$ cat config.mk
export PLATFORM = sky130hd
export DESIGN_NAME = fifo_wr_arb
export DESIGN_NICKNAME = d
export VERILOG_FILES = /design/src/rtl/fifo_wr_arb_pkg.sv /design/src/rtl/fifo_wr_arb_rr_pick.sv /design/src/rtl/fifo_wr_arb.sv
export SDC_FILE = /design/constraint.sdc
export NUM_CORES = 1
export LEC_CHECK = 0
export CAP_MARGIN = 15
export CORE_UTILIZATION = 37
export CTS_CLUSTER_DIAMETER = 80
export CTS_CLUSTER_SIZE = 8
export DETAILED_ROUTE_END_ITERATION = 10
export PLACE_DENSITY = 0.81
export SKIP_CTS_REPAIR_TIMING = 1
export SYNTH_ARGS = -nofsm -noshare
export SYNTH_HDL_FRONTEND = slang
export SYNTH_HIERARCHICAL = 1
export SYNTH_SLANG_ARGS = --single-unit
$ cat constraint.sdc
create_clock -name clk -period 5.3 [get_ports clk]
set_clock_uncertainty 0.15 [all_clocks]
set_input_delay 1.59 -clock clk [delete_from_list [all_inputs] [get_ports clk]]
set_output_delay 1.59 -clock clk [all_outputs]
set_load 0.005 [all_outputs]
$ cat src/rtl/fifo_wr_arb_pkg.sv
// rtl/fifo_wr_arb_pkg.sv - shared state encoding and parameter defaults for the FIFO write arbiter
package fifo_wr_arb_pkg;

   localparam int N_REQ_DEF     = 4;
   localparam int D_WIDTH_DEF   = 8;
   localparam int MAX_BURST_DEF = 4;

   typedef enum logic {
      IDLE  = 1'b0,
      BURST = 1'b1
   } state_t;

endpackage

$ cat src/rtl/fifo_wr_arb_rr_pick.sv
// rtl/fifo_wr_arb_rr_pick.sv - cyclic first-set-bit search starting at a given index
module rr_pick #(
   parameter int N  = 4,
   parameter int IW = $clog2(N)
) (
   input  logic [N-1:0]  req,
   input  logic [IW-1:0] start,
   output logic          found,
   output logic [IW-1:0] idx
);

   logic [IW:0]   sum;
   logic [IW-1:0] cand;

   // Walk offsets from farthest to nearest so the nearest hit is written last and wins.
   always_comb begin
      found = 1'b0;
      idx   = '0;
      sum   = '0;
      cand  = '0;
      for (int k = N - 1; k >= 0; k--) begin
         sum = {1'b0, start} + (IW + 1)'(k);
         if (sum >= (IW + 1)'(N)) begin
            sum = sum - (IW + 1)'(N);
         end
         cand = sum[IW-1:0];
         if (req[cand]) begin
            found = 1'b1;
            idx   = cand;
         end
      end
   end

endmodule

$ cat src/rtl/fifo_wr_arb.sv
// rtl/fifo_wr_arb.sv - round-robin burst arbiter sharing one FIFO write port among N_REQ producers
module fifo_wr_arb
   import fifo_wr_arb_pkg::*;
#(
   parameter int N_REQ     = N_REQ_DEF,
   parameter int D_WIDTH   = D_WIDTH_DEF,
   parameter int MAX_BURST = MAX_BURST_DEF
) (
   input  logic                       clk,
   input  logic                       n_rst,
   input  logic [N_REQ-1:0]           req_valid,
   input  logic [N_REQ*D_WIDTH-1:0]   req_data,
   output logic [N_REQ-1:0]           req_ack,
   input  logic                       fifo_full,
   output logic                       fifo_w_en,
   output logic [D_WIDTH-1:0]         fifo_w_data,
   output logic [$clog2(N_REQ)-1:0]   owner,
   output logic                       busy
);

   localparam int OW = $clog2(N_REQ);
   localparam int CW = $clog2(MAX_BURST) + 1;

   state_t          state;
   state_t          state_nxt;
   logic [OW-1:0]   owner_nxt;
   logic [OW-1:0]   last_owner;
   logic [OW-1:0]   last_owner_nxt;
   logic [OW-1:0]   start;
   logic [OW-1:0]   pick_idx;
   logic            pick_found;
   logic [CW-1:0]   burst_cnt;
   logic [CW-1:0]   cnt_nxt;
   logic            accept;

   // Explicit wrap keeps the search start legal for non-power-of-two N_REQ.
   assign start = (last_owner == OW'(N_REQ - 1)) ? '0 : last_owner + 1'b1;

   rr_pick #(
      .N  (N_REQ),
      .IW (OW)
   ) u_pick (
      .req   (req_valid),
      .start (start),
      .found (pick_found),
      .idx   (pick_idx)
   );

   always_ff @(posedge clk or negedge n_rst) begin
      if (!n_rst) begin
         state      <= IDLE;
         owner      <= '0;
         last_owner <= OW'(N_REQ - 1);
         burst_cnt  <= '0;
      end else begin
         state      <= state_nxt;
         owner      <= owner_nxt;
         last_owner <= last_owner_nxt;
         burst_cnt  <= cnt_nxt;
      end
   end

   always_comb begin
      state_nxt      = state;
      owner_nxt      = owner;
      last_owner_nxt = last_owner;
      cnt_nxt        = burst_cnt;
      accept         = 1'b0;
      busy           = 1'b0;
      fifo_w_en      = 1'b0;
      req_ack        = '0;
      fifo_w_data    = req_data[int'(owner)*D_WIDTH +: D_WIDTH];
      case (state)
         IDLE: begin
            if (pick_found) begin
               state_nxt = BURST;
               owner_nxt = pick_idx;
               cnt_nxt   = '0;
            end
         end
         BURST: begin
            busy           = 1'b1;
            accept         = req_valid[owner] & ~fifo_full;
            fifo_w_en      = accept;
            req_ack[owner] = accept;
            if (accept) begin
               cnt_nxt = burst_cnt + 1'b1;
            end
            // A stalled owner keeps the grant; only a dropped request or a full burst releases it.
            if (!req_valid[owner] || (accept && burst_cnt == CW'(MAX_BURST - 1))) begin
               state_nxt      = IDLE;
               last_owner_nxt = owner;
            end
         end
         default: state_nxt = IDLE;
      endcase
   end

endmodule

# ---- Word-level counts from Yosys, hierarchy flattened
# Index checks and enable logic that the tools add are counted.
dict set report totals {
  register_bits 8
  in_bits 39
  elab_cells 73
}
dict set report op_classes {
  addsub 9
  n_lt_le_gt_ge 10
  n_eq_ne 4
  shift 1
  mux 34
  bitwise_logic 4
  n_reduce_logical 7
}
# op count
set op_table {}
lappend op_table {{$shiftx A32 B6 Y8} 1}
lappend op_table {{$mux W2} 9}
lappend op_table {{$lt A2 B3 Y1 const B} 5}
lappend op_table {{$mux W1} 14}
lappend op_table {{$bmux W1 S2} 5}
lappend op_table {{$ge A3 B3 Y1 const B} 3}
lappend op_table {{$sub A2 B1 Y2 const B} 4}
lappend op_table {{$add A2 B2 Y3 const B} 2}
lappend op_table {{$mux W3} 2}
lappend op_table {{$pmux W3 S2} 1}
lappend op_table {{$reduce_and A2 Y1} 3}
lappend op_table {{$and A4 B4 Y4} 1}
lappend op_table {{$mux W4} 1}
lappend op_table {{$add A2 B1 Y3 const B} 1}
lappend op_table {{$add A3 B1 Y3 const B} 1}
lappend op_table {{$eq A3 B2 Y1 const B} 1}
lappend op_table {{$ge A2 B3 Y1 const B} 1}
lappend op_table {{$add A2 B1 Y2 const B} 1}
lappend op_table {{$demux W1 S2} 1}
lappend op_table {{$eq A2 B2 Y1 const B} 1}
lappend op_table {{$ge A2 B1 Y1 const B} 1}
lappend op_table {{$logic_and A1 B1 Y1} 2}
lappend op_table {{$ne A2 B1 Y1 const B} 1}
lappend op_table {{$ne A2 B2 Y1 const B} 1}
lappend op_table {{other kinds (5)} 6}

# ---- Logic depth before layout (Yosys ltp)
dict set report depth {
  word_depth 13
  mapped_depth 6
  depth_no_buf 6
}

# ---- Hierarchy
# The synthesis kept the hierarchy.
# module n_inst cells_each area_per_inst_um2 seq_area_each_um2
set modules_own_cells {}
lappend modules_own_cells {fifo_wr_arb 1 56 709.4 202.7}
lappend modules_own_cells {rr_pick 1 13 77.6 0.0}

# ---- Worst setup path before layout
# Ideal clock, no wire load.
dict set report synth_path {
  path_kind {in2out}
  startpoint {input port fifo_full}
  endpoint {output port req_ack[2]}
  arrival_ns 2.197
  path_slack_ns 1.363
  path_stages 2
  n_path_buf 0
  path_cell_list {or3b_4 -> nor3b_1}
}
dict set report synth_via {
  elab_chain_cells 4
}
# item line
set synth_lines {}
lappend synth_lines {{start: declaration} fifo_wr_arb.sv:14} ;# input logic fifo_full,
lappend synth_lines {{$not A1 Y1} fifo_wr_arb.sv:83} ;# accept = req_valid[owner] & ~fifo_full;
lappend synth_lines {{$and A1 B1 Y1} fifo_wr_arb.sv:83}
lappend synth_lines {{$and A4 B4 Y4 (no line)} -}
lappend synth_lines {{$mux W4} fifo_wr_arb.sv:73} ;# case (state)
lappend synth_lines {{end: declaration} fifo_wr_arb.sv:13} ;# output logic [N_REQ-1:0] req_ack,
# Every way passes these cells.

# ---- Final worst setup path
dict set report layout_path {
  startpoint {input port fifo_full}
  endpoint {output port fifo_w_en}
}
dict set report layout_via {
  elab_chain_cells 3
}
# item line
set layout_lines {}
lappend layout_lines {{$not A1 Y1} fifo_wr_arb.sv:83}
lappend layout_lines {{$and A1 B1 Y1} fifo_wr_arb.sv:83}
lappend layout_lines {{$mux W1} fifo_wr_arb.sv:73}
lappend layout_lines {{end: declaration} fifo_wr_arb.sv:15} ;# output logic fifo_w_en,
# Every way passes these cells.

==> results by group <==
Drt
  • Routed WL: 1.88 mm
  • Starting DRT DRC Count: 3
  • Pre-antenna DRT Iters: 4
  • Post-DR vias/cell: 5.08
  • Wire per inst: 12.5 um
  • # DRC: 0
  • Post-route ant nets: 0
  • Vias: 762

Floorplanning
  • Die Wd: 48.1 um
  • Die area: 2320 sq um
  • Chip height: 48.1 um
  • Initial Util: 39.7%
  • Core area: 1980 sq um
  • IO Count: 55
  • # rows: 16

Power and ir drop
  • Maximum vdd ir drop: 0.382 mV
  • PD cells: 412 nW/um^2
  • Final Total Pwr: 0.562 mW
  • LEAKAGE: 0.524 nW

STA
  • Slew at the pin closest to its max-slew limit: 0.668 ns
  • Fin Setup TNS: 0 ns
  • Hold violation count in the final report: 0
  • Max-slew violation count: 0
  • Min Tclk post-route: 4.96 ns
  • Slew HR: 55.4%
  • Fmax: 202 MHz
  • Final setup violation count: 0
  • RSZ-0062 raised after global routing: false
  • Tcrit/Tclk final: 93.5%

CTS
  • CTS sink count: 8
  • CTS tree: built
  • Max Root-Sink Buffers: 2
  • CTS Root Cell: clkbuf_4
  • Reg clk slew, reported paths: 0.05 ns
  • Num CTS Buffers: 3
  • H-tree depth: 1
  • Clk Latency, worst-skew pair: 0.25 ns

Global route
  • Grt ovf: 0
  • GR Util met1: 16.8%
  • Initial antenna violation count: 0
  • Gr usage total: 15.4%
  • Met2 usage: 28.9%
  • Grt met3 use: 3.70%
  • First-pass GRT wire length: 2.51 mm
  • Largest net degree at the start of global routing: 19
  • Layer with the highest usage: met2
  • Vias in the first global route: 613

Setup path
  • Worst Path Arrival: 3.22 ns
  • Data required, critical path: 3.56 ns
  • CP Launch Type: input port
  • Kind of critical path: input port to primary output
  • Critical Path End Type: primary output
  • Worst-path fanout max: 4

Layout
  • Most frequent cells in the layout: clkdlybuf4s50_1, mux4_2
  • Final Instance Count excl. Fillers: 150
  • Final core area utilization: 68.8%
  • P&R area growth vs syn: 73.3%
  • Layout cells sized above 1: 15.4%
  • Most common cell after layout, fill and taps aside: clkdlybuf4s50_1
  • FILL cells: 148
  • Post-Layout Inst Area: 1360 sq um
  • Fin nets: 167
  • Diodes inserted: 0

Logic synthesis
  • Syn Nets: 111
  • Mapped Area: 787 sq um
  • Synth Area per Inst: 11.4 sq um
  • Sequential area share after synthesis: 25.8%
  • Mapped Cells: 69
  • Synth Warn #: 6
  • Post-synth cell types: 28
  • Synth Register Bits: 8

Placed design
  • Port bufs: 54
  • Placed Area: 1340 sq um
  • Final GP Congestion: 0.756
  • Placed Cells: 147
  • Dpl hpwl: 1.59 mm

Hold path
  • Hold crit path type: register to register

Run
  • Maxcap violations: 0

Run status
  • Status: finished clean
==> kinds of logic after synthesis <==
logic type	synth area share [%]
buffers and inverters	4.45
muxes	38.2
AOI/OAI and AO/OA	10.0
and+or+nand+nor	16.9
DFF	25.8
adders and majority gates	4.77
==> Yosys cell counts <==
master	count	area, sq um
dfrtp_1	6	150
nor3b_1	3	22.5
a211oi_2	1	12.5
nand2_1	6	22.5
nand2b_1	4	25.0
nand3_1	1	5.00
o21ai_0	1	5.00
nor3_1	2	10.0
buf_2	1	5.00
buf_6	1	11.3
nor2b_1	1	6.26
inv_1	4	15.0
nand3b_1	1	7.51
o22ai_4	1	20.0
a21boi_2	1	11.3
mux4_2	8	180
or3b_4	1	11.3
o211a_1	1	10.0
mux2_1	1	11.3
mux2i_1	6	60.1
a211oi_1	2	15.0
nor2_1	6	22.5
ha_1	3	37.5
clkbuf_1	1	3.75
mux4_1	1	26.3
mux2_2	2	22.5
a21oi_1	1	5.00
dfstp_2	2	52.6
==> path summary, 6_finish.rpt <==
path                               startpoint             to  slack [ns]  cells after the start
worst max register to register       owner[0]  last_owner[1]        3.21                      3
min in group asynchronous               n_rst   burst_cnt[1]        1.45                      1
worst min-delay path            last_owner[0]  last_owner[0]        0.34                      2
max in group asynchronous               n_rst  last_owner[0]        3.27                      1
worst max-delay path                fifo_full      fifo_w_en        0.34                      4
worst min register to register  last_owner[0]  last_owner[0]        0.34                      2
==> report_power, final <==
group          total (mW)  switching, mW  leakage [nW]  internal, mW
clock network      0.0439         0.0181        0.0138        0.0257
logic               0.365          0.116         0.414         0.249
registers           0.153         0.0614        0.0965        0.0920
==> stage by stage <==
step | worst slack (ns) | hold WS (ns)
6_report | 0.343 | 0.337
5_1_grt | 0.276 | 0.369
4_1_cts | 0.331 | 0.342
3_5_place_dp | 0.332 | 0.334
3_3_place_gp | 0.356 | 0.323
2_1_floorplan | 1.36 | 0.305
==> registers in the layout, summed over array words and instances, names as in the netlist <==
| name | count |
|---|---|
| last_owner | 2 |
| burst_cnt | 3 |
| owner | 2 |
| state | 1 |
==> per-layer routing <==
metal | wire length, um | share of wire (%)
met3 | 282 | 15
met5 | 0 | 0
met2 | 873 | 46
met4 | 24 | 1.3
met1 | 701 | 37
==> final cells by class <==
| type | instances | area, sq um | area share (%) |
|---|---|---|---|
| Tap cell | 27 | 33.8 | 2.48 |
| Sequential cell | 8 | 203 | 14.9 |
| Clock buffer | 3 | 22.5 | 1.65 |
| Multi-Input combinational cell | 54 | 549 | 40.3 |
| Inverter | 4 | 15.0 | 1.10 |
| Timing Repair Buffer | 54 | 541 | 39.6 |
==> worst max-delay path: stages <==
cell and delay, ns:
clkdlybuf4s50_1 0.45, or3b_4 0.41, o22ai_4 0.22, clkdlybuf4s50_1 0.54
Note: power is estimated with default switching activity, not from simulation.
